<file path="config.mk">
export PLATFORM = sky130hd
export DESIGN_NAME = pkt_cmd_scheduler
export DESIGN_NICKNAME = d
export VERILOG_FILES = /design/src/rtl/pkt_cmd_scheduler.sv
export SDC_FILE = /design/constraint.sdc
export NUM_CORES = 1
export LEC_CHECK = 0
export ABC_AREA = 1
export CORE_MARGIN = 5
export CORE_UTILIZATION = 40
export CTS_CLUSTER_DIAMETER = 40
export DETAILED_ROUTE_END_ITERATION = 6
export HOLD_SLACK_MARGIN = 0.12
export PLACE_DENSITY_LB_ADDON = 0.1
export SETUP_SLACK_MARGIN = 0.1
export SLEW_MARGIN = 15
export SYNTH_ARGS = -nofsm -noshare
export SYNTH_HDL_FRONTEND = slang
export SYNTH_SLANG_ARGS = --single-unit
</file>
<file path="constraint.sdc">
create_clock -name clk -period 6.05 [get_ports clk]
set_clock_uncertainty 0.2 [all_clocks]
set_input_delay 1.5125 -clock clk [delete_from_list [all_inputs] [get_ports clk]]
set_output_delay 1.5125 -clock clk [all_outputs]
set_load 0.02 [all_outputs]
</file>
<file path="src/rtl/pkt_cmd_scheduler.sv">
// Packet command sequencer: issues size/MAC/ethertype/payload commands into the
// builder's command FIFO, paced by packet count, size sweep and inter-command gap.
module pkt_cmd_scheduler #(
    parameter int SIZE_W = 11,
    parameter int GAP_W  = 16,
    parameter int CNT_W  = 32
) (
    input  logic              clk,
    input  logic              rst_n,
    input  logic              start,
    input  logic              stop,
    input  logic [CNT_W-1:0]  cfg_count,
    input  logic [SIZE_W-1:0] cfg_size_min,
    input  logic [SIZE_W-1:0] cfg_size_max,
    input  logic [SIZE_W-1:0] cfg_size_step,
    input  logic [GAP_W-1:0]  cfg_gap,
    input  logic [47:0]       cfg_d_mac,
    input  logic [47:0]       cfg_s_mac,
    input  logic [15:0]       cfg_ethertype,
    input  logic [7:0]        cfg_payload,
    input  logic              cfg_payload_inc,
    input  logic              fifo_full,
    output logic              fifo_wr_en,
    output logic [SIZE_W-1:0] cmd_size,
    output logic [47:0]       cmd_d_mac,
    output logic [47:0]       cmd_s_mac,
    output logic [15:0]       cmd_ethertype,
    output logic [7:0]        cmd_payload,
    output logic              busy,
    output logic              done,
    output logic [CNT_W-1:0]  sent_count,
    output logic [1:0]        state_dbg
);

    localparam logic [1:0] IDLE  = 2'd0;
    localparam logic [1:0] ISSUE = 2'd1;
    localparam logic [1:0] GAP   = 2'd2;
    localparam logic [1:0] DONE  = 2'd3;

    logic [1:0]        state;
    logic [CNT_W-1:0]  count_r;
    logic [SIZE_W-1:0] size_min_r;
    logic [SIZE_W-1:0] size_max_r;
    logic [SIZE_W-1:0] size_step_r;
    logic [GAP_W-1:0]  gap_r;
    logic              payload_inc_r;
    logic [GAP_W-1:0]  gap_cnt;

    logic              wr;
    logic [SIZE_W:0]   size_sum;
    logic [SIZE_W-1:0] size_next;
    logic [CNT_W-1:0]  sent_inc;
    logic              last_write;

    // Handshake: the FIFO accepts a command in every cycle where fifo_wr_en is
    // high; fifo_wr_en is only raised in ISSUE while fifo_full is low, and the
    // cmd_* fields are held stable for the whole time ISSUE waits on full.
    assign wr         = (state == ISSUE) && !fifo_full;
    assign fifo_wr_en = wr;
    assign busy       = (state != IDLE);
    assign done       = (state == DONE);
    assign state_dbg  = state;

    // Sweep sum is one bit wider so an overflow past SIZE_W still wraps to min.
    assign size_sum   = {1'b0, cmd_size} + {1'b0, size_step_r};
    assign sent_inc   = sent_count + CNT_W'(1);
    assign last_write = (count_r != '0) && (sent_inc == count_r);

    always_comb begin
        size_next = size_min_r;
        if (size_step_r != '0 && size_min_r < size_max_r) begin
            if (size_sum > {1'b0, size_max_r}) begin
                size_next = size_min_r;
            end else begin
                size_next = size_sum[SIZE_W-1:0];
            end
        end
    end

    always_ff @(posedge clk or negedge rst_n) begin
        if (!rst_n) begin
            state         <= IDLE;
            count_r       <= '0;
            size_min_r    <= '0;
            size_max_r    <= '0;
            size_step_r   <= '0;
            gap_r         <= '0;
            payload_inc_r <= 1'b0;
            gap_cnt       <= '0;
            cmd_size      <= '0;
            cmd_d_mac     <= '0;
            cmd_s_mac     <= '0;
            cmd_ethertype <= '0;
            cmd_payload   <= '0;
            sent_count    <= '0;
        end else begin
            case (state)
                IDLE: begin
                    // stop wins over a coincident start
                    if (start && !stop) begin
                        count_r       <= cfg_count;
                        size_min_r    <= cfg_size_min;
                        size_max_r    <= cfg_size_max;
                        size_step_r   <= cfg_size_step;
                        gap_r         <= cfg_gap;
                        payload_inc_r <= cfg_payload_inc;
                        cmd_size      <= cfg_size_min;
                        cmd_d_mac     <= cfg_d_mac;
                        cmd_s_mac     <= cfg_s_mac;
                        cmd_ethertype <= cfg_ethertype;
                        cmd_payload   <= cfg_payload;
                        sent_count    <= '0;
                        state         <= ISSUE;
                    end
                end
                ISSUE: begin
                    if (wr) begin
                        sent_count  <= sent_inc;
                        cmd_payload <= cmd_payload + {7'd0, payload_inc_r};
                        cmd_size    <= size_next;
                        if (stop) begin
                            state <= IDLE;
                        end else if (last_write) begin
                            state <= DONE;
                        end else if (gap_r != '0) begin
                            gap_cnt <= gap_r;
                            state   <= GAP;
                        end
                    end else if (stop) begin
                        state <= IDLE;
                    end
                end
                GAP: begin
                    if (stop) begin
                        state <= IDLE;
                    end else if (gap_cnt <= GAP_W'(1)) begin
                        state <= ISSUE;
                    end else begin
                        gap_cnt <= gap_cnt - GAP_W'(1);
                    end
                end
                default: begin
                    state <= IDLE;
                end
            endcase
        end
    end

endmodule

</file>
==> out/summary.txt <==
Vias -> 13,100
WL final -> 46,100 µm
Power Dens Cells -> 578 mW/mm²
Flop pwr share -> 29.4%
Logic pwr share -> 48.1%
Startpoint Class -> input port
RSZ-0062 raised after global routing -> false
Initial drt markers -> 829
Avg Cell Area, Syn -> 7.44 µm²
Ys async rst share -> 100%
Die ar. -> 0.0378 mm²
Num CTS Buffers -> 46
I/O Buffers -> 374
Mapped Nets -> 2,074
Status -> complete, no violations
Clk sink count -> 263
Max-cap check violation count -> 0
Most Frequent Cell on Critical Path -> clkdlybuf4s50_1
Max-slew violation count -> 0
Worst path slowest cell -> clkdlybuf4s50_1
Pwr Total -> 11.1 mW
Internal power -> 6.39 mW
Post-layout util -> 57.5%
Worst-path fanout max -> 2
Flops & latches, synth -> 263
Reg2reg end -> cmd_size[10]
Nets -> 2,444
CTS tree -> yes
FF-to-FF setup slack -> 2.00 ns
# H-tree levels -> 2
Sw Pwr -> 4.75 mW
Global-route wire length before repair -> 73,500 µm
Synthesized netlist cell count -> 1,829
Via density -> 4.88
GRT overflow -> 0
Std-Cell Rows -> 67
Clk root buf -> clkbuf_16
Seq/Total Area, Yosys -> 48.4%
Clock power share -> 22.5%
Static Leak -> 9.20 nW
Worst slew margin -> 29.1%
Worst-case vdd ir drop -> 0.000299 V
Post-DP HPWL -> 34,200 µm
CTS resizes -> 0
Total Negative Setup Slacks -> 0 ns
Fin crit period -> 4.55 ns
Initial antenna violation count -> 3
WHS Path Cells -> 2
Starting density of the core -> 40.6%
HP Start -> cmd_s_mac[17]
Final setup vio count -> 0
F_max -> 220 MHz
Die H -> 194 µm
GRT Util Overall -> 24.2%
Layout cells sized above 1 -> 5.20%
I/O pin total -> 375
CTS clk-pin slew, worst paths -> 0.05 ns
Routed WL per cell -> 17.2 µm
RR Startpoint -> cmd_size[2]
Slowest stage delay, CP -> 0.66 ns
Ys flop type -> dfrtp_1
CTS Hold Bufs -> 0
Postcts setup bufs -> 0
Synth cell types -> 42
Final ANT Viol Nets -> 0
Warnings from Yosys -> 0
CTS Buffer Depth -> 3
Layout area overhead -> 41.6%
DRC viols -> 0
Number of synthesized flops with an enable pin -> 0
Worst path cell trace -> clkdlybuf4s50_1, nor2_1, clkdlybuf4s50_1
CP arrival -> 2.83 ns
Final worst path period share -> 75.1%
Skew-Pair Late Insertion Delay -> 0.56 ns
CP Capture Type -> primary output
Switch share -> 42.6%
Hold WC Path Type -> reg2reg
Core area -> 0.0335 mm²
Critical path class -> in2out
Number of global-route vias before repair -> 13,000
Post-Syn Area -> 0.0136 mm²
Final hold violation count -> 0
Largest net degree at the start of global routing -> 152
R2R depth -> 16
RD Place Congestion -> 0.955
Hold Path Sink -> cmd_s_mac[17]
Worst Path Required -> 4.34 ns
Measured slew at the worst slew-check pin -> 1.06 ns
Die outline width -> 194 µm
First-pass DRT Iterations -> 6
## flip-flops by register name (all words and copies together) (netlist names)
name,cells
cmd_s_mac,48
payload_inc_r,1
cmd_payload,8
size_step_r,11
cmd_ethertype,16
state_dbg,2
count_r,32
cmd_size,11
gap_r,16
size_max_r,11
size_min_r,11
sent_count,32
cmd_d_mac,48
gap_cnt,16
## Yosys cell counts, types with 8 or more instances
master    instances  share of area, %
nand4_1          24               1.1
clkbuf_1         57               1.6
a21oi_1          52               1.9
nand2_1         791                22
o22ai_1          13              0.60
nor2_2            9              0.41
xor2_1           13              0.84
o21ai_0         107               3.9
ha_1             37               3.4
inv_1           164               4.5
nor3_1            8              0.29
dfrtp_1         263                48
nand3_1         115               4.2
nor2_1          118               3.3
## power by group through the flow
| stage | clock network [mW] | logic, mW | registers [mW] |
|---|---|---|---|
| finish | 2.51 | 5.36 | 3.27 |
| global route | 2.66 | 6.03 | 3.39 |
| CTS | 2.57 | 5.43 | 3.27 |
| detailed placement | 0 | 5.40 | 3.27 |
| global placement | 0 | 5.34 | 3.25 |
| floorplan | 0 | 2.71 | 3.73 |
## metal layers
metal  global-route usage [%]  vias to the layer above  part of all wire, %
li1                         -                     6537                    -
met1                     29.0                     6059                   40
met2                     41.0                      390                   49
met3                     8.22                       82                  8.9
met4                     8.10                        6                  2.9
met5                        0                        -                0.085
## cell type report
cell class | count | area [µm²]
inverter | 164 | 618
clock inverter | 23 | 216
tap | 448 | 561
fill | 3189 | 14300
sequential | 263 | 6580
clock buffer | 56 | 1270
multi-input combinational | 1338 | 6150
timing repair buffer | 386 | 3860
antenna | 1 | 2.50
## cells in the final DEF (no fill, tap or decap), drive strengths merged, types with 2 or more instances in the layout
cell / n
nand2: 794
nor2: 129
o21bai: 2
clkinv: 12
or2: 3
nor4: 4
mux2i: 2
a21oi: 52
a31oi: 7
clkinvlp: 6
nand3: 116
nand3b: 4
bufinv: 3
buf: 13
xnor2: 3
ha: 37
nor3: 8
dfrtp: 263
inv: 166
clkbuf: 56
o221ai: 2
clkdlybuf4s50: 373
xor2: 13
nand4: 26
o21ai: 112
xnor3: 2
o22ai: 13
## worst max path at each step
stage	start	to	slack, ns	depth (start not counted)
detailed placement	fifo_full	fifo_wr_en	1.48	3
global placement	fifo_full	fifo_wr_en	1.50	3
finish	fifo_full	fifo_wr_en	1.50	3
CTS	fifo_full	fifo_wr_en	1.47	3
global route	state_dbg[0]	fifo_wr_en	1.45	3
floorplan	fifo_full	fifo_wr_en	2.10	2
## worst max-delay path: cells and delay by family
kind	cells	cell delay (ns)
AND/OR/NAND/NOR	1	0.18
buffers and inverters	2	1.14
## per-stage QoR
stage          hold WS, ns  std cells  cell area [µm²]  setup slack, ns
2_1_floorplan        0.246       1829            13600             2.10
3_3_place_gp         0.252       2599            17800             1.50
3_5_place_dp         0.257       2599            17800             1.48
4_1_cts              0.269       2678            19300             1.47
5_1_grt              0.289       2678            19300             1.45
6_report             0.266       2679            19300             1.50
## kinds of logic after synthesis
kind of cell / share of synthesized area, %
simple gates: 32.3
buf+inv: 6.44
compound gates: 7.67
fa+ha+maj: 3.55
xor+xnor: 1.54
flops: 48.4
mux: 0.147
(Power assumes the default switching activity.)
